`config.mk`:
```
export PLATFORM = sky130hd
export DESIGN_NAME = id_stage
export DESIGN_NICKNAME = d
export VERILOG_FILES = /design/src/rtl/id_stage.sv
export SDC_FILE = /design/constraint.sdc
export NUM_CORES = 2
export LEC_CHECK = 0
export CORE_ASPECT_RATIO = 0.8
export CORE_MARGIN = 4
export CORE_UTILIZATION = 40
export CTS_CLUSTER_DIAMETER = 100
export DETAILED_ROUTE_END_ITERATION = 6
export SLEW_MARGIN = 20
export SYNTH_ARGS = -nofsm -noshare
export SYNTH_HDL_FRONTEND = slang
export SYNTH_SLANG_ARGS = --single-unit
```
`constraint.sdc`:
```
create_clock -name CLK -period 4.2 [get_ports CLK]
set_input_delay 0.42 -clock CLK [delete_from_list [all_inputs] [get_ports CLK]]
set_output_delay 0.42 -clock CLK [all_outputs]
set_load 0.03 [all_outputs]
```
`src/rtl/id_stage.sv`:
```
// Instruction-decode stage: IF/ID latch, 32x32 register file with same-cycle write
// bypass, branch/jump resolution in ID, load-use stall detection and the ID/EX register.
module id_stage #(
    parameter logic [4:0] LINK_REG = 5'd31
) (
    input  logic        CLK,
    input  logic        RST,
    input  logic [31:0] Ins,
    input  logic [31:0] nextPC,
    input  logic        WB_WE,
    input  logic [4:0]  WB_Addr,
    input  logic [31:0] WB_Data,
    output logic [1:0]  bout,
    output logic [31:0] newPC,
    output logic        EX_Valid,
    output logic        EX_RegWrite,
    output logic        EX_MemRead,
    output logic        EX_MemWrite,
    output logic [31:0] EX_RD1,
    output logic [31:0] EX_RD2,
    output logic [31:0] EX_Imm,
    output logic [31:0] EX_LinkPC,
    output logic [5:0]  EX_Op,
    output logic [5:0]  EX_Funct,
    output logic [4:0]  EX_Shamt,
    output logic [4:0]  EX_Dst
);

    localparam logic [5:0] OP_RTYPE = 6'h00, OP_J    = 6'h02, OP_JAL  = 6'h03;
    localparam logic [5:0] OP_BEQ   = 6'h04, OP_BNE  = 6'h05, OP_ADDI = 6'h08;
    localparam logic [5:0] OP_ADDIU = 6'h09, OP_SLTI = 6'h0A, OP_ANDI = 6'h0C;
    localparam logic [5:0] OP_ORI   = 6'h0D, OP_LUI  = 6'h0F, OP_LW   = 6'h23;
    localparam logic [5:0] OP_SW    = 6'h2B, FN_JR   = 6'h08;

    typedef struct packed {
        logic        valid;
        logic        reg_write;
        logic        mem_read;
        logic        mem_write;
        logic [31:0] rd1;
        logic [31:0] rd2;
        logic [31:0] imm;
        logic [31:0] link_pc;
        logic [5:0]  op;
        logic [5:0]  funct;
        logic [4:0]  shamt;
        logic [4:0]  dst;
    } idex_t;

    logic        if_valid_q, if_valid_d;
    logic [31:0] if_instr_q, if_instr_d;
    logic [31:0] if_pc4_q, if_pc4_d;
    idex_t       idex_q, idex_d, dec;
    logic [31:0] rf_q [32];
    logic [31:0] rf_d [32];

    logic [5:0]  op, funct;
    logic [4:0]  rs, rt, rd, shamt;
    logic [15:0] imm16;
    logic [31:0] rd1, rd2, imm_sext, imm_ext, target;
    logic        wb_hit, redirect, load_use;

    assign op     = if_instr_q[31:26];
    assign rs     = if_instr_q[25:21];
    assign rt     = if_instr_q[20:16];
    assign rd     = if_instr_q[15:11];
    assign shamt  = if_instr_q[10:6];
    assign funct  = if_instr_q[5:0];
    assign imm16  = if_instr_q[15:0];
    assign imm_sext = {{16{imm16[15]}}, imm16};

    // Register 0 is never written, so its storage stays zero and needs no read mux.
    assign wb_hit = WB_WE && (WB_Addr != 5'd0);
    assign rd1    = (wb_hit && WB_Addr == rs) ? WB_Data : rf_q[rs];
    assign rd2    = (wb_hit && WB_Addr == rt) ? WB_Data : rf_q[rt];

    assign load_use = idex_q.valid && idex_q.mem_read && (idex_q.dst != 5'd0) &&
                      ((idex_q.dst == rs) || (idex_q.dst == rt));

    // NOTE: every always_comb output gets a default first, so no path can infer a latch.
    always_comb begin
        imm_ext  = imm_sext;
        redirect = 1'b0;
        target   = {if_pc4_q[31:28], if_instr_q[25:0], 2'b00};
        dec      = '0;
        dec.valid     = 1'b1;
        dec.mem_read  = (op == OP_LW);
        dec.mem_write = (op == OP_SW);
        dec.rd1       = rd1;
        dec.rd2       = rd2;
        dec.link_pc   = if_pc4_q;
        dec.op        = op;
        dec.funct     = funct;
        dec.shamt     = shamt;

        case (op)
            OP_ANDI, OP_ORI: imm_ext = {16'h0000, imm16};
            OP_LUI:          imm_ext = {imm16, 16'h0000};
            default:         imm_ext = imm_sext;
        endcase
        dec.imm = imm_ext;

        case (op)
            OP_RTYPE: begin
                dec.dst       = rd;
                dec.reg_write = (funct != FN_JR);
            end
            OP_JAL: begin
                dec.dst       = LINK_REG;
                dec.reg_write = 1'b1;
            end
            OP_ADDI, OP_ADDIU, OP_SLTI, OP_ANDI, OP_ORI, OP_LUI, OP_LW: begin
                dec.dst       = rt;
                dec.reg_write = 1'b1;
            end
            default: ;
        endcase

        case (op)
            OP_BEQ:   begin redirect = (rd1 == rd2); target = if_pc4_q + {imm_sext[29:0], 2'b00}; end
            OP_BNE:   begin redirect = (rd1 != rd2); target = if_pc4_q + {imm_sext[29:0], 2'b00}; end
            OP_J, OP_JAL: redirect = 1'b1;
            OP_RTYPE: if (funct == FN_JR) begin redirect = 1'b1; target = rd1; end
            default: ;
        endcase
    end

    // Reset forces sequential fetch even if a stale valid entry is still latched.
    always_comb begin
        bout   = 2'b01;
        newPC  = nextPC;
        idex_d = '0;
        if (RST && if_valid_q) begin
            if (load_use) begin
                bout = 2'b00;
            end else begin
                idex_d = dec;
                if (redirect) begin
                    bout  = 2'b10;
                    newPC = target;
                end
            end
        end
    end

    always_comb begin
        if_valid_d = if_valid_q;
        if_instr_d = if_instr_q;
        if_pc4_d   = if_pc4_q;
        case (bout)
            2'b01: begin
                if_valid_d = 1'b1;
                if_instr_d = Ins;
                if_pc4_d   = nextPC;
            end
            2'b10:   if_valid_d = 1'b0;
            default: ;
        endcase

        rf_d = rf_q;
        if (wb_hit) rf_d[WB_Addr] = WB_Data;
    end

    // NOTE: sequential state is updated only with non-blocking assignments.
    always_ff @(posedge CLK) begin
        if (!RST) begin
            if_valid_q <= 1'b0;
            if_instr_q <= '0;
            if_pc4_q   <= '0;
            idex_q     <= '0;
            // NOTE: the register file is reset on purpose: every register must read zero after reset.
            for (int i = 0; i < 32; i++) rf_q[i] <= '0;
        end else begin
            if_valid_q <= if_valid_d;
            if_instr_q <= if_instr_d;
            if_pc4_q   <= if_pc4_d;
            idex_q     <= idex_d;
            rf_q       <= rf_d;
        end
    end

    assign EX_Valid    = idex_q.valid;
    assign EX_RegWrite = idex_q.reg_write;
    assign EX_MemRead  = idex_q.mem_read;
    assign EX_MemWrite = idex_q.mem_write;
    assign EX_RD1      = idex_q.rd1;
    assign EX_RD2      = idex_q.rd2;
    assign EX_Imm      = idex_q.imm;
    assign EX_LinkPC   = idex_q.link_pc;
    assign EX_Op       = idex_q.op;
    assign EX_Funct    = idex_q.funct;
    assign EX_Shamt    = idex_q.shamt;
    assign EX_Dst      = idex_q.dst;

endmodule

```
Yosys cells after proc, flatten, opt, wreduce, memory -nomap -nowiden. Cells that the tools add are included.

Register bits after elaboration: 1243. Input bits: 104. Output and inout port bits: 188. Word-level logic and storage cells: 125.

Add/subtract/negate cells: 1. Order comparisons: 4. Equal/unequal tests: 22. Muxes and demuxes: 26. Bitwise operators: 5. Reductions and logical operators: 20.

Operators with widths (count): $bwmux 1024 (1); $mux 32 (11); $bmux 32 s5 (2); $demux 32 s5 (1); $mux 154 (1); $pmux 32 s2 (2); $eq 6x4->1 const B (7); $add 32x32->32 (1); $eq 32x32->1 (1); $ne 32x32->1 (1); $eq 5x5->1 (4); $ge 6x6->1 const B (3); $not 5->6 (3); $pmux 5 s3 (1); $eq 6x2->1 const B (2); $eq 6x3->1 const B (2); $eq 6x6->1 const B (2); $reduce_bool 5->1 (2); $logic_and 1x1->1 (8); $reduce_or 8->1 (1); $reduce_or 7->1 (1); $logic_not 6->1 (1); $lt 6x1->1 const B (1); $mux 2 (3); 12 further kinds (16).

Longest topological paths before layout.
Word-level depth: 12. Depth in mapped cells: 18. Mapped depth without buffers: 15.

Worst setup path before layout. Ideal clock, no wire load.

Kind: input to output. From: input port WB_Addr[4]. To: output port newPC[22]. Data arrival time: 3.793 ns. Setup slack: -0.013 ns. Cell stages on the path: 15. Buffers on the path: 3. Cell sequence: buf_2 -> or3_4 -> o31ai_4 -> nor4_4 -> buf_2 -> o31a_1 -> xor2_1 -> nor4_1 -> nand4_1 -> or3_1 -> a21oi_1 -> o21ai_1 -> inv_2 -> buf_4 -> mux2_1.

Cells in the longest elaborated chain, start to end: 9. Elaborated cells between the ends (all ways): 16. Those cells by class: eq/ne: 4; mux: 8; reduce/logical: 4.

Ends and longest elaborated chain: start: declaration (RTL line 11) `input logic [4:0] WB_Addr,`; $reduce_bool 5->1 (RTL line 73) `assign wb_hit = WB_WE && (WB_Addr != 5'd0);`; $logic_and 1x1->1 (RTL line 73); $logic_and 1x1->1 (on tied branches) (RTL line 74, 75); $mux 32 (on tied branches) (RTL line 74, 75); $ne 32x32->1, or another cell as far along (RTL line 121) `OP_BNE: begin redirect = (rd1 != rd2); target = if_pc4_q + {imm_sext[29:0], 2'b00}; end`; $pmux 1 s4 / $pmux 32 s2 (equally long branches) (RTL line 119) `case (op)`; $mux 32 (*) (RTL line 138) `if (redirect) begin`; $mux 32 (*) (RTL line 134) `if (load_use) begin`; $mux 32 (*) (RTL line 133) `if (RST && if_valid_q) begin`; end: declaration (RTL line 14) `output logic [31:0] newPC,`.

Every way passes the cells marked *; elsewhere a longest branch is shown, timed or not.

Worst setup path in the final report.
From: register if_instr_q[21]. To: output port newPC[24].

Cells in the longest elaborated chain, start to end: 10. Elaborated cells between the ends (all ways): 18. Those cells by class: eq/ne: 4; mux: 10; bitwise: 1; reduce/logical: 3.

Ends and longest elaborated chain: start: declaration (RTL line 51) `logic [31:0] if_instr_q, if_instr_d;`; start signal: assignment (RTL line 175) `if_instr_q <= if_instr_d;`; $not 5->6 (not written as such) (RTL line 74) `assign rd1 = (wb_hit && WB_Addr == rs) ? WB_Data : rf_q[rs];`; $bmux 32 s5 (RTL line 74); $mux 32 (not written as such) (2 in series) (RTL line 74); $mux 32 (RTL line 74); $ne 32x32->1, or another cell as far along (RTL line 121); $pmux 1 s4 / $pmux 32 s2 (equally long branches) (RTL line 119); $mux 32 (RTL line 138); $mux 32 (*) (RTL line 134); $mux 32 (*) (RTL line 133).

Every way passes the cells marked *; elsewhere a longest branch is shown, timed or not. The select of a mux whose other input is x is not followed.

==> reports/summary.txt <==
Initial Util -> 40.3%
Worst R2R End -> if_instr_q[29]
IO buf count -> 291
Crit Path Max Fanout -> 10
Comb pwr share -> 18.7%
reg-to-reg setup timing slack -> -0.67 ns
WS Path Type -> reg -> out
CTS root buf -> clkbuf_16
vias per cell -> 5.94
Critical Path RT -> 3.78 ns
DPL Wire Length -> 193000 microns
sum of buffers and inverters on the critical path -> 8
GRT Util Overall -> 33.2%
Power Density -> 354 nW/um^2
Layout area overhead -> 29.9%
share of cells above drive strength 1 -> 19.7%
Synth top area share -> 38.1%
first-pass GRT wire length -> 420000 microns
status -> finished, violations left
final setup margin -> -1.64 ns
clk sinks -> 1243
Yosys cell types -> 65
Tot Pwr -> 30.0 mW
top_reg_cell synth -> dfxtp_1
gr ovfl total -> 0
Static Leakage -> 30.4 nW
Crit-path slowest cell -> dfxtp_4
TritonCTS Buffers -> 135
RePlAce Congestion -> 1.00
critical path endpoint category -> primary output
Yosys top cell by area -> dfxtp_1
Die Ht -> 369 microns
WL final -> 297000 microns
most common cell in the netlist -> nand2_1
Commonest cells post-synth -> 2215 x nand2_1, 1243 x dfxtp_1, 1089 x mux2i_1
footprint of the multi-input gates -> 37600 sq um
hold path cells -> 3
sequential power share -> 40.3%
CP Launch Type -> flop
vias in the first global route -> 60.1k
Hold EP -> if_instr_q[18]
Wirelength per Cell -> 27.4 microns
DP Worst Slack -> -1.62 ns
worst-skew pair later-pin latency -> 0.79 ns
largest net degree at the start of global routing -> 253
Rel. slew slack -> 20.8%
antenna violations before repair -> 15
TritonCTS clock tree -> built
Initial DRC Count -> 8640
CP arrival -> 5.42 ns
Slew Viols, Final -> 0
Post-synth EDFFs -> 0
reg2reg start -> if_instr_q[22]
cell count after synthesis -> 7666
fillers -> 14.7k
Async SR Flop Fraction -> 0%
hold crit path type -> in -> reg
# DRC -> 0
clk buf depth -> 3
syn_area_per_cell -> 8.52 sq um
Cell Area, Synth -> 65300 sq um
Worst Hold Launch -> Ins[18]
Seq cells post-synth -> 1243
I/O Pins -> 292
cell mode on critical path -> buf_6
width of the die -> 460 microns
Area contributors post-synth -> dfxtp_1 38%, mux2i_1 17%, nand2_1 13%, a21boi_0 11%, a221oi_1 3.5%
Critical Path, Cell by Cell -> buf_12, clkbuf_16, buf_4, mux2i_1, a22o_1, a221oi_1, o22ai_2, o31a_1, xor2_1, nor4_2, nand4_1, buf_6, or3_4, a21oi_4, o21ai_2, inv_4, buf_12, buf_6, mux2_2, buf_6
NumNets Final -> 8706
Worst Skew -> 0.0204 ns
RSZ-0062 raised after global routing -> yes
Clock Pin Slew Worst Setup and Hold Paths -> 0.07 ns
Achievable Freq -> 0.171 GHz
syn nets -> 7800
final worst path period need -> 5.84 ns
failing checks -> setup timing
worst slew pin tran -> 1.19 ns
Clock Power Share -> 41.0%
switching power -> 8.62 mW
Final Core Density -> 52.3%
core area -> 162000 sq um
Worst path top cell family by delay -> compound AO/OA/AOI/OAI gates
Worst IR Drop VDD -> 448 uV
synth warn -> 0
Final Hold Viols -> 0
max-cap violations -> 0
switch share -> 28.7%
Register-to-Register Path Depth -> 21
H-Tree Depth -> 4
Hold WS -> 0.176 ns
internal cell power -> 21.4 mW
Routed Antenna Nets -> 0
via count -> 64.3k
num rows -> 132
CP max stage delay -> 0.40 ns
Initial DRT Pass Iterations -> 6
final period utilization -> 139%
final setup vio count -> 98
Reg area -> 24900 sq um
Die Area -> 170000 sq um
post-synthesis sequential area ratio -> 38.1%
## layout by cell type, fill, tap and decap left out, types with 21 or more instances in the layout
master	count
o22ai_1	105
buf_6	60
buf_4	1032
clkbuf_1	33
clkdlybuf4s50_1	256
o31a_1	65
a21boi_0	992
dfxtp_1	1237
mux2i_1	1081
a21oi_1	39
clkbuf_16	148
buf_12	143
a221oi_2	65
buf_16	25
nor3_1	26
a22o_1	256
and2_1	35
nor2_4	33
inv_1	70
o21ai_0	22
clkbuf_8	27
nor2_1	142
clkinv_2	25
xnor2_1	25
xor2_1	50
ha_1	29
o22ai_2	25
nand2_1	2194
a221oi_1	195
o221ai_1	24
nand2_2	21
mux2_4	30
## cell type report
class / count / share of cell area (%)
Clock inverter: 40 / 0.453
Multi-Input combinational cell: 5590 / 44.4
Clock buffer: 203 / 4.81
Timing Repair Buffer: 1530 / 17.5
Tap cell: 2144 / 3.16
Inverter: 72 / 0.325
Antenna cell: 6 / 0.0177
Sequential cell: 1243 / 29.4
## worst register-to-register path, stage by stage, from the launching register on
cell and delay, ns:
dfxtp_2 0.36, nor2b_4 0.17, buf_12 0.20, buf_4 0.30
a22o_1 0.24, a221oi_1 0.36, o22ai_2 0.24, o31a_1 0.43
xor2_1 0.20, nor4_1 0.32, nand4_1 0.18, buf_4 0.19
o21ai_4 0.16, a21oi_4 0.08, buf_4 0.17, o311a_4 0.34
buf_8 0.15, buf_12 0.12, buf_16 0.14, buf_4 0.15
buf_16 0.14, mux2i_1 0.11
## worst max path at each step
stage                   start         to  slack [ns]  cells after the start
5_1_grt        if_instr_q[21]  newPC[24]       -1.68                     21
2_1_floorplan      WB_Addr[4]  newPC[22]        0.02                     15
3_5_place_dp   if_instr_q[16]  newPC[22]       -1.62                     21
6_report       if_instr_q[21]  newPC[24]       -1.64                     20
4_1_cts        if_instr_q[16]   newPC[4]       -1.67                     23
3_3_place_gp       WB_Addr[4]  newPC[25]       -1.65                     18
## flip-flops by register name, indices dropped and copies added, names as in the netlist
register     flops
EX_Shamt         5
EX_RD2          32
if_instr_q      32
EX_RegWrite      1
EX_Funct         6
EX_Op            6
EX_Dst           5
EX_Imm          32
EX_LinkPC       32
EX_RD1          32
EX_MemRead       1
EX_MemWrite      1
if_pc4_q        32
if_valid_q       1
rf_q          1024
EX_Valid         1
## timing repair
item                                    in CTS  in global routing
endpoints found under the hold margin       20                  0
hold buffers                                 1                  0
buffers inserted                            36                 46
endpoints found under the setup margin      99                 98
pin swaps                                   12                 36
resized for setup                          303                146
cloned                                      14                  5
## metal layers
layer,track usage [%],part of all wire [%],wire length [microns]
met1,47.3,43,128000
met2,47.1,41,120000
met3,8.18,11,33900
met4,14.7,4.9,14600
met5,0,0.0091,27
## per-stage QoR
stage	setup TNS, ns	std cells	cell area [sq um]
floorplan	0	7666	65300
global placement	-120.73	10500	77800
detailed placement	-117.00	10500	77800
CTS	-87.48	10800	83500
global route	-95.88	10800	84800
finish	-89.91	10800	84800
## kinds of logic (layout without fill, tap and decap cells)
logic type | Yosys count | in the layout | share of synthesized area [%]
buffers and inverters | 833 | 1845 | 6.11
flip-flops | 1243 | 1243 | 38.1
adder cells (fa/ha/maj) | 30 | 30 | 0.586
multiplexers | 1121 | 1121 | 17.2
AND/OR/NAND/NOR | 2522 | 2522 | 15.0
AO/OA/AOI/OAI | 1840 | 1840 | 21.9
XOR/XNOR | 77 | 77 | 1.03
other | 0 | 6 | 0
## power groups by stage
stage / Combinational (mW) / Sequential, mW / Clock [mW]
3_5_place_dp: 5.08 / 12.4 / 0
3_3_place_gp: 5.07 / 12.3 / 0
6_report: 5.60 / 12.1 / 12.3
4_1_cts: 5.23 / 12.1 / 12.4
2_1_floorplan: 2.37 / 12.4 / 0
5_1_grt: 5.70 / 12.1 / 12.9
Note: power is estimated with default switching activity, not from simulation.
